## config.mk

```make
export PLATFORM = sky130hd
export DESIGN_NAME = codificador_teclado_fifo
export DESIGN_NICKNAME = d
export VERILOG_FILES = /design/src/rtl/codificador_teclado_fifo.sv
export SDC_FILE = /design/constraint.sdc
export NUM_CORES = 1
export LEC_CHECK = 0
export BUFFER_PORTS_ARGS = -buffer_cell sky130_fd_sc_hd__buf_2
export CAP_MARGIN = 15
export CORE_UTILIZATION = 33
export CTS_CLUSTER_DIAMETER = 150
export CTS_CLUSTER_SIZE = 8
export DETAILED_ROUTE_END_ITERATION = 12
export PLACE_DENSITY_LB_ADDON = 0.08
export SETUP_SLACK_MARGIN = 0.02
export SYNTH_ARGS = -nofsm -noshare
export SYNTH_HDL_FRONTEND = slang
export SYNTH_SLANG_ARGS = --single-unit
```

## constraint.sdc

```tcl
create_clock -name clk -period 6.4 [get_ports clk]
set_clock_uncertainty 0.15 [all_clocks]
set_input_delay 0.96 -clock clk [delete_from_list [all_inputs] [get_ports clk]]
set_output_delay 0.96 -clock clk [all_outputs]
set_load 0.005 [all_outputs]
```

## src/rtl/codificador_teclado_fifo.sv

```systemverilog
// codificador_teclado_fifo: synchronised, debounced keypad priority encoder.
// Each debounced press yields one code (highest pressed key index wins), which is
// queued in a show-ahead FIFO read with a simple pop handshake.
module codificador_teclado_fifo #(
    parameter int N_TECLAS   = 10,
    parameter int LARG       = 4,
    parameter int DEB_CICLOS = 4,
    parameter int PROF       = 4
) (
    input  logic                       clk,
    input  logic                       resetn,
    input  logic                       enablen,
    input  logic [N_TECLAS-1:0]        teclado,
    input  logic                       ler,
    output logic                       dado_valido,
    output logic [LARG-1:0]            codigo,
    output logic [$clog2(PROF+1)-1:0]  ocupacao,
    output logic                       cheio,
    output logic                       erro_overflow
);
    localparam int CNT_W = $clog2(DEB_CICLOS + 1);
    localparam int PTR_W = $clog2(PROF);
    localparam int OCP_W = $clog2(PROF + 1);

    typedef enum logic [1:0] {OCIOSO, CONTANDO, PRESSIONADO, LIBERANDO} estado_t;

    logic [N_TECLAS-1:0] sinc1_q, sinc2_q;
    logic [N_TECLAS-1:0] vet;
    logic                alguma;
    logic [LARG-1:0]     cod;

    estado_t             estado_q, estado_d;
    logic [CNT_W-1:0]    cnt_q, cnt_d;
    logic [LARG-1:0]     cand_q, cand_d;
    logic                evento;

    logic [LARG-1:0]     mem_q [PROF];
    logic [PTR_W-1:0]    wr_q, wr_d, rd_q, rd_d;
    logic [OCP_W-1:0]    ocup_q, ocup_d;
    logic                erro_q, erro_d;
    logic                vazio, cheio_int, pop, push;

    // Two-flop synchroniser for the asynchronous key lines.
    always_ff @(posedge clk or negedge resetn) begin
        if (!resetn) begin
            sinc1_q <= '0;
            sinc2_q <= '0;
        end else begin
            sinc1_q <= teclado;
            sinc2_q <= sinc1_q;
        end
    end

    // Enable masking and priority encoding; the last (highest) set bit wins.
    always_comb begin
        vet    = enablen ? '0 : sinc2_q;
        alguma = |vet;
        cod    = '0;
        for (int i = 0; i < N_TECLAS; i++) begin
            if (vet[i]) cod = LARG'(i);
        end
    end

    // Debounce state, stable-cycle counter and candidate code registers.
    always_ff @(posedge clk or negedge resetn) begin
        if (!resetn) begin
            estado_q <= OCIOSO;
            cnt_q    <= '0;
            cand_q   <= '0;
        end else begin
            estado_q <= estado_d;
            cnt_q    <= cnt_d;
            cand_q   <= cand_d;
        end
    end

    // Debounce next state: one event per accepted press, rollover and bounces ignored.
    always_comb begin
        estado_d = estado_q;
        cnt_d    = cnt_q;
        cand_d   = cand_q;
        evento   = 1'b0;
        case (estado_q)
            OCIOSO: begin
                if (alguma) begin
                    estado_d = CONTANDO;
                    cand_d   = cod;
                    cnt_d    = CNT_W'(1);
                end
            end
            CONTANDO: begin
                if (!alguma) begin
                    estado_d = OCIOSO;
                    cnt_d    = '0;
                end else if (cod != cand_q) begin
                    cand_d = cod;
                    cnt_d  = CNT_W'(1);
                end else if (cnt_q + CNT_W'(1) == CNT_W'(DEB_CICLOS)) begin
                    evento   = 1'b1;
                    estado_d = PRESSIONADO;
                    cnt_d    = '0;
                end else begin
                    cnt_d = cnt_q + CNT_W'(1);
                end
            end
            PRESSIONADO: begin
                if (!alguma) begin
                    estado_d = LIBERANDO;
                    cnt_d    = CNT_W'(1);
                end
            end
            LIBERANDO: begin
                if (alguma) begin
                    estado_d = PRESSIONADO;
                    cnt_d    = '0;
                end else if (cnt_q + CNT_W'(1) == CNT_W'(DEB_CICLOS)) begin
                    estado_d = OCIOSO;
                    cnt_d    = '0;
                end else begin
                    cnt_d = cnt_q + CNT_W'(1);
                end
            end
            default: begin
                estado_d = OCIOSO;
                cnt_d    = '0;
            end
        endcase
    end

    // FIFO control: a pop frees the slot a simultaneous push may use even when full.
    always_comb begin
        vazio     = (ocup_q == '0);
        cheio_int = (ocup_q == OCP_W'(PROF));
        pop       = ler && !vazio;
        push      = evento && (!cheio_int || pop);
        erro_d    = erro_q | (evento && cheio_int && !pop);
        wr_d      = wr_q;
        rd_d      = rd_q;
        ocup_d    = ocup_q;
        if (push) wr_d = (wr_q == PTR_W'(PROF - 1)) ? '0 : wr_q + PTR_W'(1);
        if (pop)  rd_d = (rd_q == PTR_W'(PROF - 1)) ? '0 : rd_q + PTR_W'(1);
        if (push && !pop)      ocup_d = ocup_q + OCP_W'(1);
        else if (pop && !push) ocup_d = ocup_q - OCP_W'(1);
    end

    // FIFO pointers, fill level and sticky overflow flag.
    always_ff @(posedge clk or negedge resetn) begin
        if (!resetn) begin
            wr_q   <= '0;
            rd_q   <= '0;
            ocup_q <= '0;
            erro_q <= 1'b0;
        end else begin
            wr_q   <= wr_d;
            rd_q   <= rd_d;
            ocup_q <= ocup_d;
            erro_q <= erro_d;
        end
    end

    // FIFO storage; contents are only visible through codigo while non-empty.
    always_ff @(posedge clk) begin
        if (push) mem_q[wr_q] <= cand_q;
    end

    assign dado_valido   = !vazio;
    assign codigo        = vazio ? '0 : mem_q[rd_q];
    assign ocupacao      = ocup_q;
    assign cheio         = cheio_int;
    assign erro_overflow = erro_q;

endmodule

```

# Word-level counts from Yosys, hierarchy flattened
# Memories as Yosys holds them, arrays and structs flattened.
# Index checks and enable logic that the tools add are counted.
# classes
n_addsub,5
eq_ne,15
muxes,40
bitwise,1
n_reduce_logical,19
# op_table
op,count
4-bit 2-to-1 mux,12
3-bit 2-to-1 mux,8
2-bit 2-to-1 mux,9
3-bit case mux with 4 select lines,1
10-bit 2-to-1 mux,1
10-bit OR reduction,1
3-bit inequality test (second input constant),3
2-bit equality test (second input constant),4
2-bit inequality test (second input constant),4
2-bit case mux with 4 select lines,1
4-bit case mux with 2 select lines,1
1-bit 2-to-1 mux,7
3-bit by 1-bit adder with 3-bit output (second input constant),2
3-bit equality test (second input constant),2
1-bit logical AND,6
5-bit AND reduction,1
2-bit by 1-bit adder with 2-bit output (second input constant),2
1-bit zero test,4
4-bit inequality test,1
4-bit AND reduction,1
2-bit nonzero test,2
3-bit zero test,1
3-bit by 1-bit subtractor with 3-bit output (second input constant),1
2-bit by 1-bit equality test with 1-bit output (second input constant),1
other kinds (4),4
# totals
ff_bits,37
ram_bits,16
input_bits,14
output_inout_bits,10
word_cells,90
memories,1
# memory_table
name,depth,word_bits,read_ports,rd_clocked_by_memory_dff,wr,line_no,rtl
mem_q,4,4,1,0,1,37,logic [LARG-1:0] mem_q [PROF];

# Depth between registers and ports, before layout
# Gate-level depths: netlist of run 1.
# depth
ltp_word,19
mapped_depth,12
depth_no_buf,11

# Least setup slack after synthesis of run 1
# No wires, ideal clock.
# synth_path
path_kind,input-to-reg
from,input port enablen
to,register ocup_q[2] (netlist: ocupacao[2])
setup_time_ns,0.079
arrival_ns,3.151
required_time_ns,6.171
slack_ns,3.020
path_stages,12
n_path_buf,1
cell_sequence,buf_6 > nand2b_4 > mux2_4 > o31ai_4 > o211ai_4 > nor3_4 > ha_1 > inv_1 > fa_1 > xor2_1 > nor2_1 > xor2_1
# synth_via
elab_chain_len,18
elab_cells_between_ends,21
# synth_rtl
element,line_no,rtl
"start, declared",12,"input logic enablen,"
10-bit 2-to-1 mux (*),56,vet = enablen ? '0 : sinc2_q;
1-bit 2-to-1 mux,60,if (vet[i]) cod = LARG'(i);
4-bit 2-to-1 mux (8 in series),60,
4-bit inequality test,95,end else if (cod != cand_q) begin
1-bit 2-to-1 mux,95,
1-bit 2-to-1 mux (*),92,if (!alguma) begin
1-bit 2-to-1 mux (*),83,case (estado_q)
1-bit logical AND (*),135,push = evento && (!cheio_int || pop);
net push,41,"logic vazio, cheio_int, pop, push;"
1-bit zero test,143,else if (pop && !push) ocup_d = ocup_q - OCP_W'(1);
1-bit logical AND,143,
2-bit nonzero test (no line),-,
"end signal, assigned",156,ocup_q <= ocup_d;
"end, declared",39,"logic [OCP_W-1:0] ocup_q, ocup_d;"
# The timed path passes the listed nets; every way through them passes the cells marked *.
# A chain may end at the register's enable or synchronous reset.

# Worst setup path in the final report of run 1
# layout_path
from,register sinc2_q[7]
to,register ocup_q[2] (netlist: ocupacao[2])
# layout_via
elab_chain_len,12
elab_cells_between_ends,15
# layout_rtl
element,line_no,rtl
"start, declared",27,"logic [N_TECLAS-1:0] sinc1_q, sinc2_q;"
"start signal, assigned",50,sinc2_q <= sinc1_q;
10-bit 2-to-1 mux (*),56,
4-bit 2-to-1 mux (3 in series),60,
4-bit inequality test,95,
1-bit 2-to-1 mux,95,
1-bit 2-to-1 mux (*),92,
1-bit 2-to-1 mux (*),83,
1-bit logical AND (*),135,
net push,41,
1-bit zero test,143,
1-bit logical AND,143,
2-bit nonzero test (no line),-,
# Marks and branches as above.

==> flow_summary.ini, run 1 <==
[run_status]
status = finished, violations left
violations = DRC

[yosys]
yosysWarnings = 0
synth_seq_cells = 53
synth_edf_count = 16
avgSynthCellArea_um2 = 13.6
ys.flop_type = dfrtp_1
ys_types = 45
synthArstFlopShare_pct = 69.8
synth_top_cell_by_area = dfrtp_1
synth_nets = 193
synth_seq_area_share_pct = 60.7
syn_inst = 170
synth_area_mm2 = 0.00232
yosysTopAreaCellShare_pct = 40.0
netlist_top_cells_area = dfrtp_1, edfxtp_1, ha_1

[floorplan]
die_w_um = 85.8
initial_core_util_pct = 34.1
io_pins = 24
die_area_mm2 = 0.00736
rows = 30
die_y_um = 85.8
core_area_mm2 = 0.00679

[sta]
setup_viol = 0
worst_slew_pin_slew_ns = 0.825
fin_crit_sh_pct = 52.1
tns_ns = 0
relSlewSlack_pct = 45.0
finalMaxSlewViolations = 0
whs_ns = 0.203
final.min_clock_period_ns = 3.34
rsz0062_at_grt = false
clock.fmax_ghz = 0.300
worst_slack_ns = 3.06
hold_viol = 0

[cells_and_area]
area_delta_synth_final_pct = 14.6
layout-drive-gt1-share_pct = 27.0
antennaDiodeCount = 0
fin_nets = 218
fillers = 649

[detailed_routing]
post_drt_wl_per_cell_um = 14.5
drc = 1
antenna_left = 0
drt_iter0_drc = 32
wl_mm = 4.23
drt-pass1-iter-count = 8
via_per_inst = 4.73
vias = 1381

[placement]
place.detailed.hpwl_mm = 3.04
gp_congestion = 0.715
dp_slack_ns = 2.77
portBuffers = 23

[clock_tree]
htreeDepth = 2
ctsResizeCount = 0
cts_max_path_buffers = 2
ctsHoldBuffers = 0
cts_tree = done
clock-root-buffer = clkbuf_8
numCtsBuffers = 5
post-cts-setup-buffers = 0
cts_sinks = 53
clk_pin_slew_worst_paths_ns = 0.10
clk_latency_ns = 0.31

[critical_path]
crit_path_start_kind = flop
cp_cell_sequence = nor4_2, mux2_4, o31ai_4, o211ai_4, nor3_4, ha_1, inv_1, fa_1, xor2_1, nor2_1, xor2_1
end_kind = flop
critPathKind = flop to flop
slowest_stage = nor4_2
crit_arrival_ns = 3.43
crit_family = simple AND/OR/NAND/NOR gates
critical_path_required_ns = 6.49
crit_top_cell = xor2_1
critPathBufInv = 1
cpPeakStageDelay_ns = 0.50
critPathMaxFanout = 7

[global_route]
grt_pass1_wl_mm = 7.22
grt_overflow = 0
grt.total_usage_pct = 13.1
antenna_found_initial = 0
grt_max_degree = 38
first_global_vias = 1468

[job]
maxCapViolations = 0

[worst_hold_path]
hold_class = flop to flop

[power]
ir_drop_v = 0.000105
power.density_mw_per_mm2 = 317
leakage_nw = 1.13
p_total_uw = 841
Yosys cell counts (2+ instances only):
cell type,instances
mux2_2,3
or3_1,2
o21ai_0,3
nor2b_1,3
ha_1,8
xor2_1,4
a22o_1,2
nand3_1,5
mux2_4,3
dfrtp_1,37
a31o_2,2
nand2b_1,2
nor3b_1,3
nand2_1,11
mux4_2,4
nor2_1,13
and2_1,7
edfxtp_1,16
a21oi_1,5
clkbuf_1,4
nor3_1,3
inv_1,5
and2_2,3
routing by layer:
metal,GRT usage [%],part of all wire (%)
met1,16.2,45
met5,0,0
met4,5.91,1.8
met2,22.0,49
met3,3.08,4.2
stage by stage:
stage          util [%]  cells  area (um2)
2_1_floorplan         -    170        2320
3_3_place_gp       37.2    284        2520
3_5_place_dp       37.2    284        2520
4_1_cts            39.1    292        2650
5_1_grt            39.1    292        2650
6_report           39.1    292        2650
final cells by class:
type | instances | area [um2] | share of cell area, %
sequential | 53 | 1410 | 53.0
multi-input combinational | 107 | 865 | 32.6
clock inverter | 2 | 35.0 | 1.32
clock buffer | 6 | 93.8 | 3.54
tap | 96 | 120 | 4.53
timing repair buffer | 23 | 115 | 4.34
inverter | 5 | 18.8 | 0.707
kinds of logic (layout without fill, tap and decap cells):
logic type	after synthesis	after routing	share of synthesized area (%)
XOR/XNOR	5	5	1.89
multiplexers	10	10	7.29
flip-flops	53	53	60.7
AO/OA/AOI/OAI	25	25	8.97
adder cells (fa/ha/maj)	9	9	5.19
AND/OR/NAND/NOR	58	58	14.0
buffers and inverters	10	36	1.94
power breakdown:
part | total [mW] | leakage (nW) | internal (mW) | switching [mW]
Combinational | 0.165 | 0.472 | 0.0933 | 0.0722
Sequential | 0.424 | 0.595 | 0.378 | 0.0460
Clock | 0.251 | 0.0663 | 0.140 | 0.112
Total | 0.841 | 1.13 | 0.611 | 0.230
cell usage in the layout (no fill, tap or decap), types with 4 or more instances in the layout:
cell type / n
a21oi_1: 5
edfxtp_1: 16
nand2_1: 11
buf_2: 23
dfrtp_1: 37
and2_1: 7
nor2_1: 13
clkbuf_8: 5
nand3_1: 5
xor2_1: 4
inv_1: 5
mux4_2: 4
ha_1: 8
registers in the layout, indices dropped and copies added (netlist names), named ones only:
signal,flops
cand_q,4
erro_overflow,1
rd_q,2
wr_q,2
cnt_q,3
sinc2_q,10
ocupacao,3
sinc1_q,10
mem_q,16
estado_q,1
worst paths after layout:
| kind | start | depth (start not counted) | end | slack (ns) |
|---|---|---|---|---|
| worst min-delay path | sinc1_q[1] | 0 | sinc2_q[1] | 0.20 |
| worst max-delay path | sinc2_q[7] | 11 | ocupacao[2] | 3.06 |
| min in group asynchronous | resetn | 1 | rd_q[0] | 0.57 |
| worst min register to register | sinc1_q[1] | 0 | sinc2_q[1] | 0.20 |
| max in group asynchronous | resetn | 1 | sinc2_q[8] | 4.99 |
| worst max register to register | sinc2_q[7] | 11 | ocupacao[2] | 3.06 |
Note: power is estimated with default switching activity, not from simulation.
==> inputs of run 2 (changes only) <==
==> constraint.sdc (replaced) <==
create_clock -name clk -period 3.2 [get_ports clk]
set_clock_uncertainty 0.15 [all_clocks]
set_input_delay 0.48 -clock clk [delete_from_list [all_inputs] [get_ports clk]]
set_output_delay 0.48 -clock clk [all_outputs]
set_load 0.005 [all_outputs]
==> run 2 against run 1 <==
Effect of this change: the run now ends clean; utilization fell by 0.092 points; sequential power rose by 100%; worst hold slack got worse by 0.11 ns; global-route usage fell by 0.79 points; largest power group unchanged.
==> flow_summary.ini, run 2 (synthesis gave the netlist of run 1 again) <==
[global_route]
first_global_vias = 1421
grt_pass1_wl_mm = 6.84
grt_overflow = 0
grt.total_usage_pct = 12.3
antenna_found_initial = 0
grt_max_degree = 38

[clock_tree]
numCtsBuffers = 5
htreeDepth = 2
post-cts-setup-buffers = 0
cts_max_path_buffers = 2
clk_latency_ns = 0.30
ctsResizeCount = 0
ctsHoldBuffers = 0
clock-root-buffer = clkbuf_8
clk_pin_slew_worst_paths_ns = 0.09
cts_sinks = 53
cts_tree = done

[critical_path]
worstReg2RegStart = sinc2_q[7]
critPathKind = flop to flop
cp-startpoint = sinc2_q[7]
r2r_end = ocupacao[2]
cpPeakStageDelay_ns = 0.41
crit_path_end = ocupacao[2]
critPathBufInv = 1
end_kind = flop
slowest_stage = dfrtp_1
cp_cell_sequence = nor4_2, mux2_4, o31ai_4, o211ai_4, nor3_4, ha_1, inv_1, fa_1, xor2_1, nor2_1, xor2_1
rrSetupSlack_ns = 0.23
reg2regPathDepth = 11
crit_arrival_ns = 3.04
critPathMaxFanout = 3
crit_family = simple AND/OR/NAND/NOR gates
cp.depth = 11
crit_path_start_kind = flop
crit_top_cell = xor2_1
critical_path_required_ns = 3.27

[placement]
place.detailed.hpwl_mm = 2.93
gp_congestion = 0.727
placed_cell_area_mm2 = 0.00254
portBuffers = 23

[cells_and_area]
largest_reg_flops = 16
reg_top3 = mem_q x16, sinc1_q x10, sinc2_q x10
final_cell_mix = dfrtp_1, buf_2, edfxtp_1, nor2_1, nand2_1
fin_nets = 220
final_common_cell = dfrtp_1
antennaDiodeCount = 0
final_area_mm2 = 0.00265
layout-drive-gt1-share_pct = 27.3
fillers = 653
regMostFlops = mem_q
area_delta_synth_final_pct = 14.3

[sta]
final.min_clock_period_ns = 2.97
whs_ns = 0.0971
hold_viol = 0
relSlewSlack_pct = 47.0
worst_slew_pin_slew_ns = 0.795
finalMaxSlewViolations = 0
tns_ns = 0
fin_crit_sh_pct = 92.8
clock.fmax_ghz = 0.337
setup_viol = 0
rsz0062_at_grt = false

[floorplan]
initial_core_util_pct = 34.1
die_area_mm2 = 0.00736
die_y_um = 85.8
die_w_um = 85.8
rows = 30
core_area_mm2 = 0.00679
io_pins = 24

[detailed_routing]
drt-pass1-iter-count = 4
wl_mm = 3.93
drc = 0
drt_iter0_drc = 28
via_per_inst = 4.67
vias = 1374
post_drt_wl_per_cell_um = 13.4
antenna_left = 0

[power]
leakage_nw = 1.13
power.density_mw_per_mm2 = 605
p_total_mw = 1.60
ir_drop_v = 0.000246

[worst_hold_path]
hold_class = input port to asynchronous set/reset pin

[run_status]
status = completed

[job]
maxCapViolations = 0
-- run 2: changes by cell type in the layout (fill, tap and decap cells not counted) --
| cell | before | now |
|---|---|---|
| clkbuf_16 | 1 | 0 |
| buf_4 | 0 | 2 |
| clkbuf_1 | 0 | 1 |
-- run 2: how the worst min path moves through the flow --
stage                     startpoint                          to  depth (start not counted)
after global placement    sinc1_q[2]                  sinc2_q[2]                          0
final                         resetn                 ocupacao[1]                          1
after CTS                 teclado[7]                  sinc1_q[7]                          1
after detailed placement  sinc1_q[1]                  sinc2_q[1]                          0
after global routing      teclado[6]                  sinc1_q[6]                          1
after floorplan               resetn  asynchronous set/reset pin                          0
-- run 2: area by class of cell --
class                           instances  area, um2  share of cell area (%)
Inverter                                5       18.8                   0.709
Clock inverter                          2       35.0                    1.32
Clock buffer                            6       72.6                    2.74
Multi-Input combinational cell        107        865                    32.7
Tap cell                               96        120                    4.54
Timing Repair Buffer                   25        130                    4.91
Sequential cell                        53       1410                    53.1
-- run 2: power breakdown --
| group | internal, mW | total, mW | switching (mW) |
|---|---|---|---|
| sequential | 0.756 | 0.846 | 0.0899 |
| clock | 0.232 | 0.435 | 0.202 |
| combinational | 0.186 | 0.321 | 0.135 |
-- run 2: worst register-to-register path: stages (launching register included) --
cell and delay [ns]:
dfrtp_1 0.41, nor4_2 0.37, mux2_4 0.35, o31ai_4 0.26
o211ai_4 0.13, nor3_4 0.19, ha_1 0.20, inv_1 0.06
fa_1 0.37, xor2_1 0.16, nor2_1 0.10, xor2_1 0.15
-- run 2: through the flow --
| step | utilization (%) | setup WS (ns) | std cells |
|---|---|---|---|
| finish | 39.0 | 0.231 | 294 |
| global route | 39.0 | 0.0787 | 294 |
| CTS | 39.0 | 0.200 | 294 |
| detailed placement | 37.4 | 0.221 | 286 |
| global placement | 37.4 | 0.288 | 286 |
| floorplan | - | 0.150 | 170 |
-- run 2: metal layers --
layer	track usage [%]	up-vias	wire, um
met1	15.5	675	1790
met5	0	-	0
met4	4.70	0	58
met2	20.5	36	1910
li1	-	657	-
met3	3.18	6	174
